[src/rtl/ece571_alu_pipe.sv]
// rtl/ece571_alu_pipe.sv - three-stage ALU execute pipeline with 16 x N register file
// Build option: FORWARD_EN selects S3->S2 operand forwarding instead of a one-cycle RAW stall.

package ece571_cpu_pkg;
   parameter int N = 32;

   localparam logic [2:0] OP_ADD = 3'b000;
   localparam logic [2:0] OP_SUB = 3'b001;
   localparam logic [2:0] OP_AND = 3'b010;
   localparam logic [2:0] OP_OR  = 3'b011;
   localparam logic [2:0] OP_XOR = 3'b100;

   // instruction[7] is the immediate flag, instruction[6:0] is the trace tag
   typedef struct packed {
      logic [2:0]   opcode;
      logic         we;
      logic [3:0]   rd;
      logic [3:0]   rs1;
      logic [3:0]   rs2;
      logic [7:0]   instruction;
      logic [N-1:0] data;
   } alu_instruction;
endpackage

module ece571_alu_pipe
   import ece571_cpu_pkg::*;
(
   input  logic           clk,
   input  logic           reset,
   input  logic           in_valid,
   output logic           in_ready,
   input  alu_instruction in_instr,
   output logic           res_valid,
   output logic [3:0]     res_rd,
   output logic [N-1:0]   res_data,
   output logic           res_we,
   output logic [6:0]     res_tag,
   output logic           res_illegal
);

`ifdef FORWARD_EN
   localparam bit FWD = 1'b1;
`else
   localparam bit FWD = 1'b0;
`endif

   logic [N-1:0]   rf_q [16];
   logic [N-1:0]   rf_d [16];

   logic           s1_valid_q, s1_valid_d;
   alu_instruction s1_instr_q, s1_instr_d;

   logic           s2_valid_q, s2_valid_d;
   logic [2:0]     s2_op_q, s2_op_d;
   logic           s2_wr_q, s2_wr_d;
   logic [3:0]     s2_rd_q, s2_rd_d;
   logic [3:0]     s2_rs1_q, s2_rs1_d;
   logic [3:0]     s2_rs2_q, s2_rs2_d;
   logic           s2_use_rs2_q, s2_use_rs2_d;
   logic [6:0]     s2_tag_q, s2_tag_d;
   logic [N-1:0]   s2_a_q, s2_a_d;
   logic [N-1:0]   s2_b_q, s2_b_d;

   logic           res_valid_q, res_valid_d;
   logic [3:0]     res_rd_q, res_rd_d;
   logic [N-1:0]   res_data_q, res_data_d;
   logic           res_we_q, res_we_d;
   logic [6:0]     res_tag_q, res_tag_d;
   logic           res_illegal_q, res_illegal_d;

   logic           s1_use_rs2, s1_legal, hazard, stall;
   logic           fwd_a, fwd_b, s2_legal;
   logic [N-1:0]   op_a, op_b, alu_y;

   // s2_wr_q already implies rd != 0 and a legal opcode
   always_comb begin
      s1_use_rs2 = ~s1_instr_q.instruction[7];
      s1_legal   = s1_instr_q.opcode <= 3'd4;
      hazard     = s1_valid_q && s2_valid_q && s2_wr_q &&
                   ((s1_instr_q.rs1 == s2_rd_q) ||
                    (s1_use_rs2 && (s1_instr_q.rs2 == s2_rd_q)));
      stall      = hazard && !FWD;
   end

   assign in_ready = !stall;

   always_comb begin
      fwd_a    = FWD && res_valid_q && res_we_q && (res_rd_q == s2_rs1_q);
      fwd_b    = FWD && res_valid_q && res_we_q && s2_use_rs2_q && (res_rd_q == s2_rs2_q);
      op_a     = fwd_a ? res_data_q : s2_a_q;
      op_b     = fwd_b ? res_data_q : s2_b_q;
      s2_legal = s2_op_q <= 3'd4;
      case (s2_op_q)
         OP_ADD:  alu_y = op_a + op_b;
         OP_SUB:  alu_y = op_a - op_b;
         OP_AND:  alu_y = op_a & op_b;
         OP_OR:   alu_y = op_a | op_b;
         OP_XOR:  alu_y = op_a ^ op_b;
         default: alu_y = '0;
      endcase
   end

   always_comb begin
      s1_valid_d = s1_valid_q;
      s1_instr_d = s1_instr_q;
      if (!stall) begin
         s1_valid_d = in_valid;
         s1_instr_d = in_valid ? in_instr : '0;
      end

      s2_valid_d   = s1_valid_q && !stall;
      s2_op_d      = '0;
      s2_wr_d      = 1'b0;
      s2_rd_d      = '0;
      s2_rs1_d     = '0;
      s2_rs2_d     = '0;
      s2_use_rs2_d = 1'b0;
      s2_tag_d     = '0;
      s2_a_d       = '0;
      s2_b_d       = '0;
      if (s2_valid_d) begin
         s2_op_d      = s1_instr_q.opcode;
         s2_wr_d      = s1_instr_q.we && (s1_instr_q.rd != 4'd0) && s1_legal;
         s2_rd_d      = s1_instr_q.rd;
         s2_rs1_d     = s1_instr_q.rs1;
         s2_rs2_d     = s1_instr_q.rs2;
         s2_use_rs2_d = s1_use_rs2;
         s2_tag_d     = s1_instr_q.instruction[6:0];
         s2_a_d       = rf_q[s1_instr_q.rs1];
         s2_b_d       = s1_use_rs2 ? rf_q[s1_instr_q.rs2] : s1_instr_q.data;
      end

      res_valid_d   = s2_valid_q;
      res_rd_d      = s2_valid_q ? s2_rd_q : 4'd0;
      res_data_d    = s2_valid_q ? alu_y : '0;
      res_we_d      = s2_valid_q && s2_wr_q;
      res_tag_d     = s2_valid_q ? s2_tag_q : 7'd0;
      res_illegal_d = s2_valid_q && !s2_legal;

      rf_d = rf_q;
      if (s2_valid_q && s2_wr_q) rf_d[s2_rd_q] = alu_y;
   end

   always_ff @(posedge clk or posedge reset) begin
      if (reset) begin
         rf_q          <= '{default: '0};
         s1_valid_q    <= 1'b0;
         s1_instr_q    <= '0;
         s2_valid_q    <= 1'b0;
         s2_op_q       <= '0;
         s2_wr_q       <= 1'b0;
         s2_rd_q       <= '0;
         s2_rs1_q      <= '0;
         s2_rs2_q      <= '0;
         s2_use_rs2_q  <= 1'b0;
         s2_tag_q      <= '0;
         s2_a_q        <= '0;
         s2_b_q        <= '0;
         res_valid_q   <= 1'b0;
         res_rd_q      <= '0;
         res_data_q    <= '0;
         res_we_q      <= 1'b0;
         res_tag_q     <= '0;
         res_illegal_q <= 1'b0;
      end else begin
         rf_q          <= rf_d;
         s1_valid_q    <= s1_valid_d;
         s1_instr_q    <= s1_instr_d;
         s2_valid_q    <= s2_valid_d;
         s2_op_q       <= s2_op_d;
         s2_wr_q       <= s2_wr_d;
         s2_rd_q       <= s2_rd_d;
         s2_rs1_q      <= s2_rs1_d;
         s2_rs2_q      <= s2_rs2_d;
         s2_use_rs2_q  <= s2_use_rs2_d;
         s2_tag_q      <= s2_tag_d;
         s2_a_q        <= s2_a_d;
         s2_b_q        <= s2_b_d;
         res_valid_q   <= res_valid_d;
         res_rd_q      <= res_rd_d;
         res_data_q    <= res_data_d;
         res_we_q      <= res_we_d;
         res_tag_q     <= res_tag_d;
         res_illegal_q <= res_illegal_d;
      end
   end

   assign res_valid   = res_valid_q;
   assign res_rd      = res_rd_q;
   assign res_data    = res_data_q;
   assign res_we      = res_we_q;
   assign res_tag     = res_tag_q;
   assign res_illegal = res_illegal_q;

endmodule

[config.mk]
export PLATFORM = sky130hd
export DESIGN_NAME = ece571_alu_pipe
export DESIGN_NICKNAME = d
export VERILOG_FILES = /design/src/rtl/ece571_alu_pipe.sv
export SDC_FILE = /design/constraint.sdc
export NUM_CORES = 2
export LEC_CHECK = 0
export BUFFER_PORTS_ARGS = -buffer_cell sky130_fd_sc_hd__buf_4
export CORE_AREA = 2 2 241 243
export CTS_CLUSTER_SIZE = 40
export DETAILED_ROUTE_END_ITERATION = 6
export DIE_AREA = 0 0 243 245
export PLACE_DENSITY_LB_ADDON = 0.12
export SETUP_SLACK_MARGIN = 0.1
export SLEW_MARGIN = 20
export SYNTH_ARGS = -nofsm -noshare
export SYNTH_HDL_FRONTEND = slang
export SYNTH_SLANG_ARGS = --single-unit
[constraint.sdc]
create_clock -name clk -period 48.3 [get_ports clk]
set_input_delay 7.245 -clock clk [delete_from_list [all_inputs] [get_ports clk]]
set_output_delay 7.245 -clock clk [all_outputs]
set_load 0.01 [all_outputs]
==> flow_metrics.env <==
export IMPL_multi_input_area_um2=18000
export IMPL_required_ns=41.06
export IMPL_syn_num_nets=3476
export IMPL_worst_hold_path_type="register to register"
export IMPL_syn_avg_cell_area_um2=11.1
export IMPL_die_h_um=245
export IMPL_cts_setup_buffers=0
export IMPL_min_from="s2_tag_q[0]"
export IMPL_dpl_cell_count=3990
export IMPL_slowest_delay_ns=0.71
export IMPL_end_kind="output port"
export IMPL_period_minus_slack_ns=9.71
export IMPL_clkLatencyLatePin_ns=0.63
export IMPL_die_w_um=243
export IMPL_worstMarginPinSlew_ns=1.24
export IMPL_htree_levels=3
export IMPL_vias=27300
export IMPL_cp_startpoint="s1_instr_q[42]"
export IMPL_drt_iter0_markers=3029
export IMPL_clkTransAtPathRegs_ns=0.06
export IMPL_syn_to_final_growth_pct=10.4
export IMPL_finalHoldViolCount=0
export IMPL_cts_buffers=74
export IMPL_p_leak_nw=17.4
export IMPL_grt_max_degree=166
export IMPL_ant_nets=0
export IMPL_dp_hpwl_um=64400
export IMPL_synthArstFlopShare=1.00
export IMPL_wl_um=105000
export IMPL_syn_cell_area_um2=36700
export IMPL_start_util=0.644
export IMPL_pwr_density_cell_nw_per_um2=43.4
export IMPL_ctsHoldBuffers=0
export IMPL_cts_max_path_buffers=3
export IMPL_fin_cells=4127
export IMPL_grt_pass1_vias=27900
export IMPL_timing_fmax_mhz=103
export IMPL_start_kind="register"
export IMPL_finalSetupViolations=0
export IMPL_route_detailed_drc=0
export IMPL_post_drt_wl_per_cell_um=25.4
export IMPL_place_congestion=1.03
export IMPL_yosysWarnings=0
export IMPL_rows=88
export IMPL_io_pin_count=106
export IMPL_cts_sinks=695
export IMPL_worst_path_most_repeated_cell="buf_4"
export IMPL_track_usage=0.363
export IMPL_firstDrtPassIters=5
export IMPL_core_area_um2=57000
export IMPL_grt_pass1_wl_um=163000
export IMPL_crit_family="buffers and inverters"
export IMPL_syn_inst=3320
export IMPL_crit_path_cell_trace="buf_4 -> xnor2_1 -> nand4_1 -> a21oi_4 -> inv_1 -> buf_4"
export IMPL_critPathArrivalTime_ns=2.47
export IMPL_cts_root_buf="clkbuf_16"
export IMPL_cts_tree="yes"
export IMPL_register_area_um2=17400
export IMPL_cp_max_fo=34
export IMPL_crit_buf_inv=3
export IMPL_synth_edf_count=0
export IMPL_ys_types=66
export IMPL_slowest_stage="buf_4"
export IMPL_rr_startpoint="op_b[1]"
export IMPL_status="finished, final reports clean"
export IMPL_critPathKind="register to output port"
export IMPL_drv_slew=0
export IMPL_antenna_found_initial=4
export IMPL_relSlewSlack=0.175
export IMPL_fin_skew_ns=0.0226
export IMPL_layout_nets=3461
export IMPL_fin_setup_tns_ns=0
export IMPL_rsz0062_at_grt="no"
export IMPL_final_common_cell="dfrtp_1"
export IMPL_layout_drive_gt1_share=0.207
export IMPL_drv_cap=0
export IMPL_final_cell_mix="685 x dfrtp_1, 604 x nand2_1, 486 x o21ai_0"
export IMPL_io_buffers=105
export IMPL_grt_ovfl_total=0
export IMPL_fillers=3999
export IMPL_ys_seq_elements=695
export IMPL_viasPerCell=6.61
export IMPL_synth_main_ff_cell="dfrtp_1"
export IMPL_peakVddDrop_mv=0.0340
export IMPL_postCtsResizedCells=0
export IMPL_fin_crit_sh=0.201
export IMPL_yosysSeqAreaShare=0.473
export IMPL_die_area_um2=59500
==> cell families after synthesis <==
group | synth area share
flip-flops | 0.473
multiplexers | 0.217
XOR/XNOR | 0.0145
adder cells (fa/ha/maj) | 0.0332
AO/OA/AOI/OAI | 0.116
AND/OR/NAND/NOR | 0.108
buffers and inverters | 0.0378
==> sequential cells by signal, summed over array words and instances (netlist names) <==
register	flops
s1_instr_q	56
op_b	32
res_illegal	1
rf_q	512
res_we	1
s2_wr_q	1
res_data	32
res_valid_d	1
s2_op_q	3
s2_tag_q	7
res_rd	4
res_tag	7
op_a	32
s2_rd_q	4
s1_valid_q	1
res_valid	1
==> stage by stage <==
step / setup slack [ns] / area [um^2] / utilization / hold WS, ns / power [mW]
after CTS: 38.56 / 40500 / 0.710 / 0.458 / 1.75
after global routing: 38.47 / 40600 / 0.711 / 0.476 / 1.84
after global placement: 38.63 / 38100 / 0.668 / 0.441 / 1.16
after floorplan: 21.57 / 36700 / - / 0.434 / 1.00
final: 38.59 / 40600 / 0.711 / 0.456 / 1.76
after detailed placement: 38.52 / 38100 / 0.668 / 0.444 / 1.17
==> cell usage after synthesis (12+ instances only) <==
cell type	instances	area share
nand3_1	13	0.0018
nand2_1	616	0.063
dfrtp_1	695	0.47
nor2_1	176	0.018
ha_1	96	0.033
a21oi_1	131	0.018
buf_1	39	0.0040
clkbuf_1	211	0.022
inv_1	86	0.0088
o21ai_1	52	0.0071
mux4_2	320	0.20
buf_2	15	0.0020
and2_1	66	0.011
o21ai_0	486	0.066
mux2_2	16	0.0049
xor2_1	12	0.0029
mux2i_1	59	0.016
xnor2_1	49	0.012
==> metal layers <==
metal | routed length, um | track usage | vias up
met5 | 13 | 0 | -
met4 | 3790 | 0.143 | 2
met3 | 11100 | 0.0963 | 262
met2 | 49500 | 0.571 | 1339
met1 | 40400 | 0.490 | 13900
li1 | - | - | 11800
==> power by group <==
group          internal (mW)  switching (mW)  total, mW
combinational          0.194           0.318      0.512
sequential             0.630          0.0419      0.672
clock                  0.337           0.239      0.576
total                   1.16           0.599       1.76
==> cell type report <==
class | instances | area share
multi-input cells | 2268 | 0.444
well taps | 765 | 0.0236
flip-flops and latches | 695 | 0.429
inverters | 86 | 0.00814
clock buffers | 105 | 0.0520
repair buffers | 180 | 0.0344
diodes | 2 | 0.000123
clock inverters | 26 | 0.00796
==> final timing paths <==
path | cells past startpoint | slack [ns] | to
max | 6 | 38.59 | in_ready
max reg2reg | 18 | 42.67 | rf_q[255]
min in group asynchronous | 2 | 6.77 | s1_instr_q[18]
min | 1 | 0.46 | res_tag[0]
max in group asynchronous | 4 | 39.28 | rf_q[479]
min reg2reg | 1 | 0.46 | res_tag[0]
Power figures use the tool's default switching activity.
